<file path="src/rtl/core_ctrl_if.sv">
// Memory handshake between the multi-cycle core controller and the memory port.
// The controller issues requests (master); the memory side acknowledges them (slave).
interface core_ctrl_if;
  logic mem_req;
  logic mem_we;
  logic mem_is_fetch;
  logic mem_ack;

  modport master (output mem_req, output mem_we, output mem_is_fetch, input mem_ack);
  modport slave  (input mem_req, input mem_we, input mem_is_fetch, output mem_ack);
endinterface

</file>
<file path="src/rtl/core_ctrl.sv">
// Multi-cycle RV32I control FSM: fetch/decode/execute/mem/writeback sequencing,
// sticky illegal-opcode trap and a retired-instruction counter.
module core_ctrl (
  input  logic              clk,
  input  logic              rst_n,
  input  logic [6:0]        opcode,
  input  logic              branch_taken,
  core_ctrl_if.master       bus,
  output logic              ir_we,
  output logic              pc_we,
  output logic [1:0]        pc_sel,
  output logic              rf_we,
  output logic [1:0]        wb_sel,
  output logic              illegal,
  output logic [2:0]        state,
  output logic              retire,
  output logic [31:0]       instret
);

  typedef enum logic [2:0] {
    S_RESET   = 3'd0,
    S_FETCH   = 3'd1,
    S_DECODE  = 3'd2,
    S_EXECUTE = 3'd3,
    S_MEM     = 3'd4,
    S_WB      = 3'd5,
    S_TRAP    = 3'd7
  } state_e;

  localparam logic [6:0] OP_LUI    = 7'b0110111;
  localparam logic [6:0] OP_AUIPC  = 7'b0010111;
  localparam logic [6:0] OP_JAL    = 7'b1101111;
  localparam logic [6:0] OP_JALR   = 7'b1100111;
  localparam logic [6:0] OP_BRANCH = 7'b1100011;
  localparam logic [6:0] OP_LOAD   = 7'b0000011;
  localparam logic [6:0] OP_STORE  = 7'b0100011;
  localparam logic [6:0] OP_IMM    = 7'b0010011;
  localparam logic [6:0] OP_OP     = 7'b0110011;

  state_e      state_q, state_d;
  logic [6:0]  opcode_q;
  logic        run_q;

  function automatic logic is_legal(input logic [6:0] op);
    case (op)
      OP_LUI, OP_AUIPC, OP_JAL, OP_JALR, OP_BRANCH,
      OP_LOAD, OP_STORE, OP_IMM, OP_OP: is_legal = 1'b1;
      default:                          is_legal = 1'b0;
    endcase
  endfunction

  // run_q synchronises reset release: the FSM leaves RESET one edge after rst_n is seen high.
  // NOTE: sequential state uses non-blocking (<=) so every flop samples pre-edge values.
  always_ff @(posedge clk or negedge rst_n) begin
    if (!rst_n) begin
      state_q  <= S_RESET;
      opcode_q <= '0;
      illegal  <= 1'b0;
      instret  <= '0;
      run_q    <= 1'b0;
    end else begin
      state_q <= state_d;
      run_q   <= 1'b1;
      if (state_q == S_DECODE) begin
        opcode_q <= opcode;
        if (!is_legal(opcode)) illegal <= 1'b1;
      end
      if (retire) instret <= instret + 32'd1;
    end
  end

  // NOTE: every combinational output gets a default first so no latch is inferred.
  always_comb begin
    state_d = state_q;
    case (state_q)
      S_RESET:   state_d = run_q ? S_FETCH : S_RESET;
      S_FETCH:   if (bus.mem_ack) state_d = S_DECODE;
      S_DECODE:  state_d = is_legal(opcode) ? S_EXECUTE : S_TRAP;
      S_EXECUTE: state_d = (opcode_q == OP_LOAD || opcode_q == OP_STORE) ? S_MEM : S_WB;
      S_MEM:     if (bus.mem_ack) state_d = (opcode_q == OP_STORE) ? S_FETCH : S_WB;
      S_WB:      state_d = S_FETCH;
      S_TRAP:    state_d = S_TRAP;
      default:   state_d = S_RESET;
    endcase
  end

  always_comb begin
    bus.mem_req      = 1'b0;
    bus.mem_we       = 1'b0;
    bus.mem_is_fetch = 1'b0;
    ir_we            = 1'b0;
    pc_we            = 1'b0;
    pc_sel           = 2'b00;
    rf_we            = 1'b0;
    wb_sel           = 2'b00;
    retire           = 1'b0;
    case (state_q)
      S_FETCH: begin
        bus.mem_req      = 1'b1;
        bus.mem_is_fetch = 1'b1;
        ir_we            = bus.mem_ack;
      end
      S_MEM: begin
        bus.mem_req = 1'b1;
        bus.mem_we  = (opcode_q == OP_STORE);
        if (bus.mem_ack && opcode_q == OP_STORE) begin
          pc_we  = 1'b1;
          retire = 1'b1;
        end
      end
      S_WB: begin
        pc_we  = 1'b1;
        retire = 1'b1;
        rf_we  = (opcode_q != OP_BRANCH && opcode_q != OP_STORE);
        if (opcode_q == OP_LOAD)                          wb_sel = 2'b01;
        else if (opcode_q == OP_JAL || opcode_q == OP_JALR) wb_sel = 2'b10;
        if (opcode_q == OP_JAL || (opcode_q == OP_BRANCH && branch_taken)) pc_sel = 2'b01;
        else if (opcode_q == OP_JALR)                                      pc_sel = 2'b10;
      end
      default: ;
    endcase
  end

  assign state = state_q;

endmodule

</file>
<file path="src/flat_wrapper.sv">
// flat-port wrapper written by rule: the top's interface ports become plain ports
module core_ctrl_flat 
  (clk, rst_n, opcode, branch_taken, ir_we, pc_we, pc_sel, rf_we, wb_sel, illegal, state, retire, instret, bus_mem_req, bus_mem_we, bus_mem_is_fetch, bus_mem_ack);
  core_ctrl_if bus_i ();
  input  logic clk;
  input  logic rst_n;
  input  logic [6:0] opcode;
  input  logic branch_taken;
  output logic ir_we;
  output logic pc_we;
  output logic [1:0] pc_sel;
  output logic rf_we;
  output logic [1:0] wb_sel;
  output logic illegal;
  output logic [2:0] state;
  output logic retire;
  output logic [31:0] instret;
  output wire logic [$bits(bus_i.mem_req)-1:0] bus_mem_req;
  output wire logic [$bits(bus_i.mem_we)-1:0] bus_mem_we;
  output wire logic [$bits(bus_i.mem_is_fetch)-1:0] bus_mem_is_fetch;
  input wire logic [$bits(bus_i.mem_ack)-1:0] bus_mem_ack;
  assign bus_mem_req = bus_i.mem_req;
  assign bus_mem_we = bus_i.mem_we;
  assign bus_mem_is_fetch = bus_i.mem_is_fetch;
  assign bus_i.mem_ack = bus_mem_ack;
  core_ctrl u_core (.clk(clk), .rst_n(rst_n), .opcode(opcode), .branch_taken(branch_taken), .bus(bus_i), .ir_we(ir_we), .pc_we(pc_we), .pc_sel(pc_sel), .rf_we(rf_we), .wb_sel(wb_sel), .illegal(illegal), .state(state), .retire(retire), .instret(instret));
endmodule
</file>
<file path="config.mk">
export PLATFORM = sky130hd
export DESIGN_NAME = core_ctrl_flat
export DESIGN_NICKNAME = d
export VERILOG_FILES = /design/src/rtl/core_ctrl_if.sv /design/src/rtl/core_ctrl.sv /design/src/flat_wrapper.sv
export SDC_FILE = /design/constraint.sdc
export NUM_CORES = 1
export LEC_CHECK = 0
export CAP_MARGIN = 20
export CORE_MARGIN = 1.5
export CORE_UTILIZATION = 54
export CTS_CLUSTER_SIZE = 14
export DETAILED_ROUTE_END_ITERATION = 8
export GPL_TIMING_DRIVEN = 0
export PLACE_DENSITY = 0.86
export SYNTH_ARGS = -nofsm -noshare
export SYNTH_HDL_FRONTEND = slang
export SYNTH_SLANG_ARGS = --single-unit
</file>
<file path="constraint.sdc">
create_clock -name clk -period 2.85 [get_ports clk]
set_input_delay 0.57 -clock clk [delete_from_list [all_inputs] [get_ports clk]]
set_output_delay 0.57 -clock clk [all_outputs]
set_load 0.02 [all_outputs]
</file>
==> out/summary.txt <==
STATUS
----------------------------------------------------------------------------------------
Run status                                                                  finished, final reports clean

GLOBAL ROUTING
----------------------------------------------------------------------------------------
Antenna violations before repair                                                       0
Via count of the first global-routing pass                                          1962
Pin count of the biggest net entering global routing                                  29
Final global-route overflow total                                                      0
Global-route wire length before repair                                           9.38 mm
Total GRT Usage                                                                    23.9%

ROUTING
----------------------------------------------------------------------------------------
Total DRC errors in the routed layout                                                  0
Total Wirelength                                                                 5.49 mm
Detail-routed net length per standard cell                                       16.2 um
Number of vias per cell                                                             5.86
Number of routed nets with antenna violations                                          0
Number of vias in the routed layout                                                 1980
DRT Pass-1 Iters                                                                       4
Number of DRC markers in iteration 0                                                 124

WORST SETUP PATH
----------------------------------------------------------------------------------------
Required time of the critical path                                               2.28 ns
Cell repeated most along the worst path                                     sky130_fd_sc_hd__clkdlybuf4s50_1
Arr. time, crit path                                                             2.24 ns
Highest-delay cell along the critical path                                  sky130_fd_sc_hd__clkdlybuf4s50_1
R2R setup slack                                                                  0.98 ns
Maximum fanout count along the critical path                                           5
Buf+Inv Stages, Crit Path                                                              3
List of cells traversed by the critical path                                clkdlybuf4s50_1 -> a31oi_2 -> nor2_4 -> buf_4 -> clkdlybuf4s50_1
Kind of start point of the critical path                                      input port
Cell family with the largest share of critical-path delay                   buffers and inverters
Worst-case reg-to-reg path depth                                                       5
Maximum cell stage delay along the critical path                                 0.59 ns
Critical Path End Type                                                        output pin
Endpoint of the most critical register-to-register path                     u_core.instret[13]
R2R Path Start                                                              u_core.opcode_q[2]
Category of the most critical setup path                                          in2out

SYNTHESIS
----------------------------------------------------------------------------------------
Yosys reg bits                                                                        44
Async SR Flop Fraction                                                              100%
Portion of the post-synthesis area used by sequential elements                     44.6%
Most used flip-flop cell after synthesis                                    sky130_fd_sc_hd__dfrtp_1
Yosys top cell area share                                                          44.6%
Post-Synthesis Cell Area                                                        2470 um2
Post-Synthesis Mean Instance Area                                               11.2 um2
Number of synthesized flops with an enable pin                                         0
Net count of the mapped netlist                                                      232
Main area contributors after synthesis                                      sky130_fd_sc_hd__dfrtp_1 (45%), sky130_fd_sc_hd__xor2_1 (11%), sky130_fd_sc_hd__nor4_2 (8.1%)
Most area-hungry cell type in the Yosys netlist                             sky130_fd_sc_hd__dfrtp_1
Cell count after synthesis                                                           220
Warnings, synthesis                                                                    0
Number of library cell types mapped by synthesis                                      42

CELLS AND AREA
----------------------------------------------------------------------------------------
Sequential cell area                                                            1100 um2
Fillers                                                                              332
Share of cells above drive strength 1                                              19.9%
Area of the multi-input gates                                                   1260 um2
Final Util                                                                         73.4%
Final non-filler cell area                                                      3220 um2
Layout Nets                                                                          297
Area overhead of the layout relative to synthesis                                  30.5%
Antenna fix cells                                                                      0

TIMING
----------------------------------------------------------------------------------------
Shortest period the worst path allows                                            2.81 ns
Setup repair after global routing missed its margin                                 true
Number of endpoints failing setup at the final stage                                   0
Max-Slew Margin vs Limit                                                           58.9%
Tightest Pin Transition                                                         0.613 ns
Final clock skew                                                               0.0133 ns
Portion of the clock cycle consumed by the worst path in the final layout          98.7%
Hold Fails Final Rpt                                                                   0
Setup slack of the critical path after layout                                  0.0361 ns
Achievable clock frequency                                                       355 MHz
Count of final max-slew check failures                                                 0

PLACEMENT
----------------------------------------------------------------------------------------
Final weighted congestion in routability-driven placement                          0.774
Detailed placer's ending HPWL                                                    3.94 mm
Worst setup timing slack at the placement stage                               -0.0913 ns
PortBufs                                                                              57
Area after detailed placement                                                   3120 um2

CLOCKING
----------------------------------------------------------------------------------------
Clock tree from TritonCTS                                                            yes
H-tree levels                                                                          2
Clock sink count                                                                      44
Clock buffers created by TritonCTS                                                     5
Setup Fix Bufs, Post-CTS                                                               0
Clock latency on the worst-skew pair                                             0.30 ns
Clock tree root buffer cell                                                 sky130_fd_sc_hd__clkbuf_8
Max Root-Sink Buffers                                                                  2
Worst-path clk slew                                                              0.09 ns

FLOORPLAN
----------------------------------------------------------------------------------------
Starting Density                                                                   56.2%
Top-level I/O count                                                                   58
Number of placement rows                                                              24
Die area                                                                        4980 um2
Height of the die                                                                70.6 um
Chip width                                                                       70.6 um
Core ar.                                                                        4380 um2

PWR
----------------------------------------------------------------------------------------
Cell area power density                                                       678 nW/um2
Peak supply drop                                                              0.000564 V
Cell leakage power                                                               1.46 nW
Total power of the final layout                                                  2.18 mW

FLOW RUN
----------------------------------------------------------------------------------------
Number of max-cap violations                                                           0

MIN PATH
----------------------------------------------------------------------------------------
Min-Delay Path Class                                                            in2async

==> report_power, final <==
group	total, mW	internal [mW]	switching (mW)	leakage (nW)
registers	0.856	0.735	0.121	0.580
clock network	0.410	0.194	0.216	0.0510
logic	0.918	0.403	0.515	0.832
==> routing by layer <==
metal	global-route usage, %	vias to the layer above	part of all wire [%]
met5	0	-	0
met4	9.43	0	2.2
met3	6.41	11	4.7
met2	39.3	57	49
met1	30.3	981	44
li1	-	931	-
==> cell usage in the layout, fill, tap and decap left out, drive strengths merged, types with 10 or more instances in the layout <==
master / synthesis / layout
nand2: 13 / 13
nand4: 11 / 11
nor4: 19 / 19
nor3: 10 / 10
clkdlybuf4s50: 0 / 55
buf: 12 / 14
xor2: 31 / 31
nand3: 11 / 11
dfrtp: 44 / 44
==> stage by stage <==
step | hold slack, ns | std cells | setup TNS, ns
4_1_cts | 0.194 | 338 | 0
2_1_floorplan | 0.274 | 220 | 0
5_1_grt | 0.199 | 338 | -0.0246
3_3_place_gp | 0.456 | 329 | -0.0921
3_5_place_dp | 0.460 | 330 | -0.0945
6_report | 0.182 | 338 | 0
==> cell families (layout without fill, tap and decap cells) <==
family          count (synthesis)  in the layout  synth area share [%]
simple gates                  104            104                  32.5
flops                          44             44                  44.6
xor+xnor                       31             31                  11.0
buf+inv                        18             84                  4.46
compound gates                 15             15                  4.01
mux                             6              6                  2.74
fa+ha+maj                       1              1                 0.507
other cells                     1              1                 0.152
==> worst reg2reg max path, cell delays in order (launching register included) <==
cell                      delay [ns]
sky130_fd_sc_hd__dfrtp_1        0.44
sky130_fd_sc_hd__nor3_2         0.29
sky130_fd_sc_hd__a31oi_2        0.20
sky130_fd_sc_hd__buf_6          0.21
sky130_fd_sc_hd__nor4_2         0.39
sky130_fd_sc_hd__xor2_1         0.24
==> synth_stat cells, types with 2 or more instances <==
cell                        n
sky130_fd_sc_hd__buf_6      4
sky130_fd_sc_hd__nor4_2    16
sky130_fd_sc_hd__nor2_1     6
sky130_fd_sc_hd__o21ai_0    4
sky130_fd_sc_hd__xor2_1    31
sky130_fd_sc_hd__and2_1     4
sky130_fd_sc_hd__nand2b_1   5
sky130_fd_sc_hd__nor3_1     9
sky130_fd_sc_hd__and3_1     8
sky130_fd_sc_hd__inv_1      4
sky130_fd_sc_hd__nand3_1    9
sky130_fd_sc_hd__and4_1     7
sky130_fd_sc_hd__nor4b_2    2
sky130_fd_sc_hd__nand4_1   10
sky130_fd_sc_hd__nand2_1   13
sky130_fd_sc_hd__a21oi_1    5
sky130_fd_sc_hd__buf_2      6
sky130_fd_sc_hd__dfrtp_1   44
sky130_fd_sc_hd__mux2_2     6
sky130_fd_sc_hd__nor4_4     2
sky130_fd_sc_hd__nor3b_1    4
==> sequential cells by signal (all words and copies together), names as in the netlist <==
register,flops
u_core.instret,32
u_core.run_q,1
u_core.state,3
u_core.illegal,1
u_core.opcode_q,7
==> timing repair <==
| item | CTS | global route |
|---|---|---|
| resized for setup | 2 | 1 |
| endpoints found under the setup margin | 2 | 2 |
| hold buffers | 0 | 0 |
| gates cloned | 0 | 0 |
==> how the worst max path moves through the flow <==
stage	slack [ns]	cells past startpoint	startpoint	endpoint
after floorplan	0.58	3	u_core.state[0]	ir_we
after global placement	-0.09	5	bus_mem_ack	retire
after detailed placement	-0.09	5	bus_mem_ack	retire
after CTS	0.03	5	bus_mem_ack	retire
after global routing	-0.02	5	bus_mem_ack	retire
final	0.04	5	bus_mem_ack	retire
==> area by class of cell <==
class                           instances  area share (%)
Clock buffer                            6            2.57
Tap cell                               52            2.02
Clock inverter                          2           0.311
Timing Repair Buffer                   58            18.3
Buffer                                 14            2.95
Inverter                                4           0.466
Sequential cell                        44            34.2
Multi-Input combinational cell        158            39.2
No activity file was read; power rests on OpenSTA's default activity.
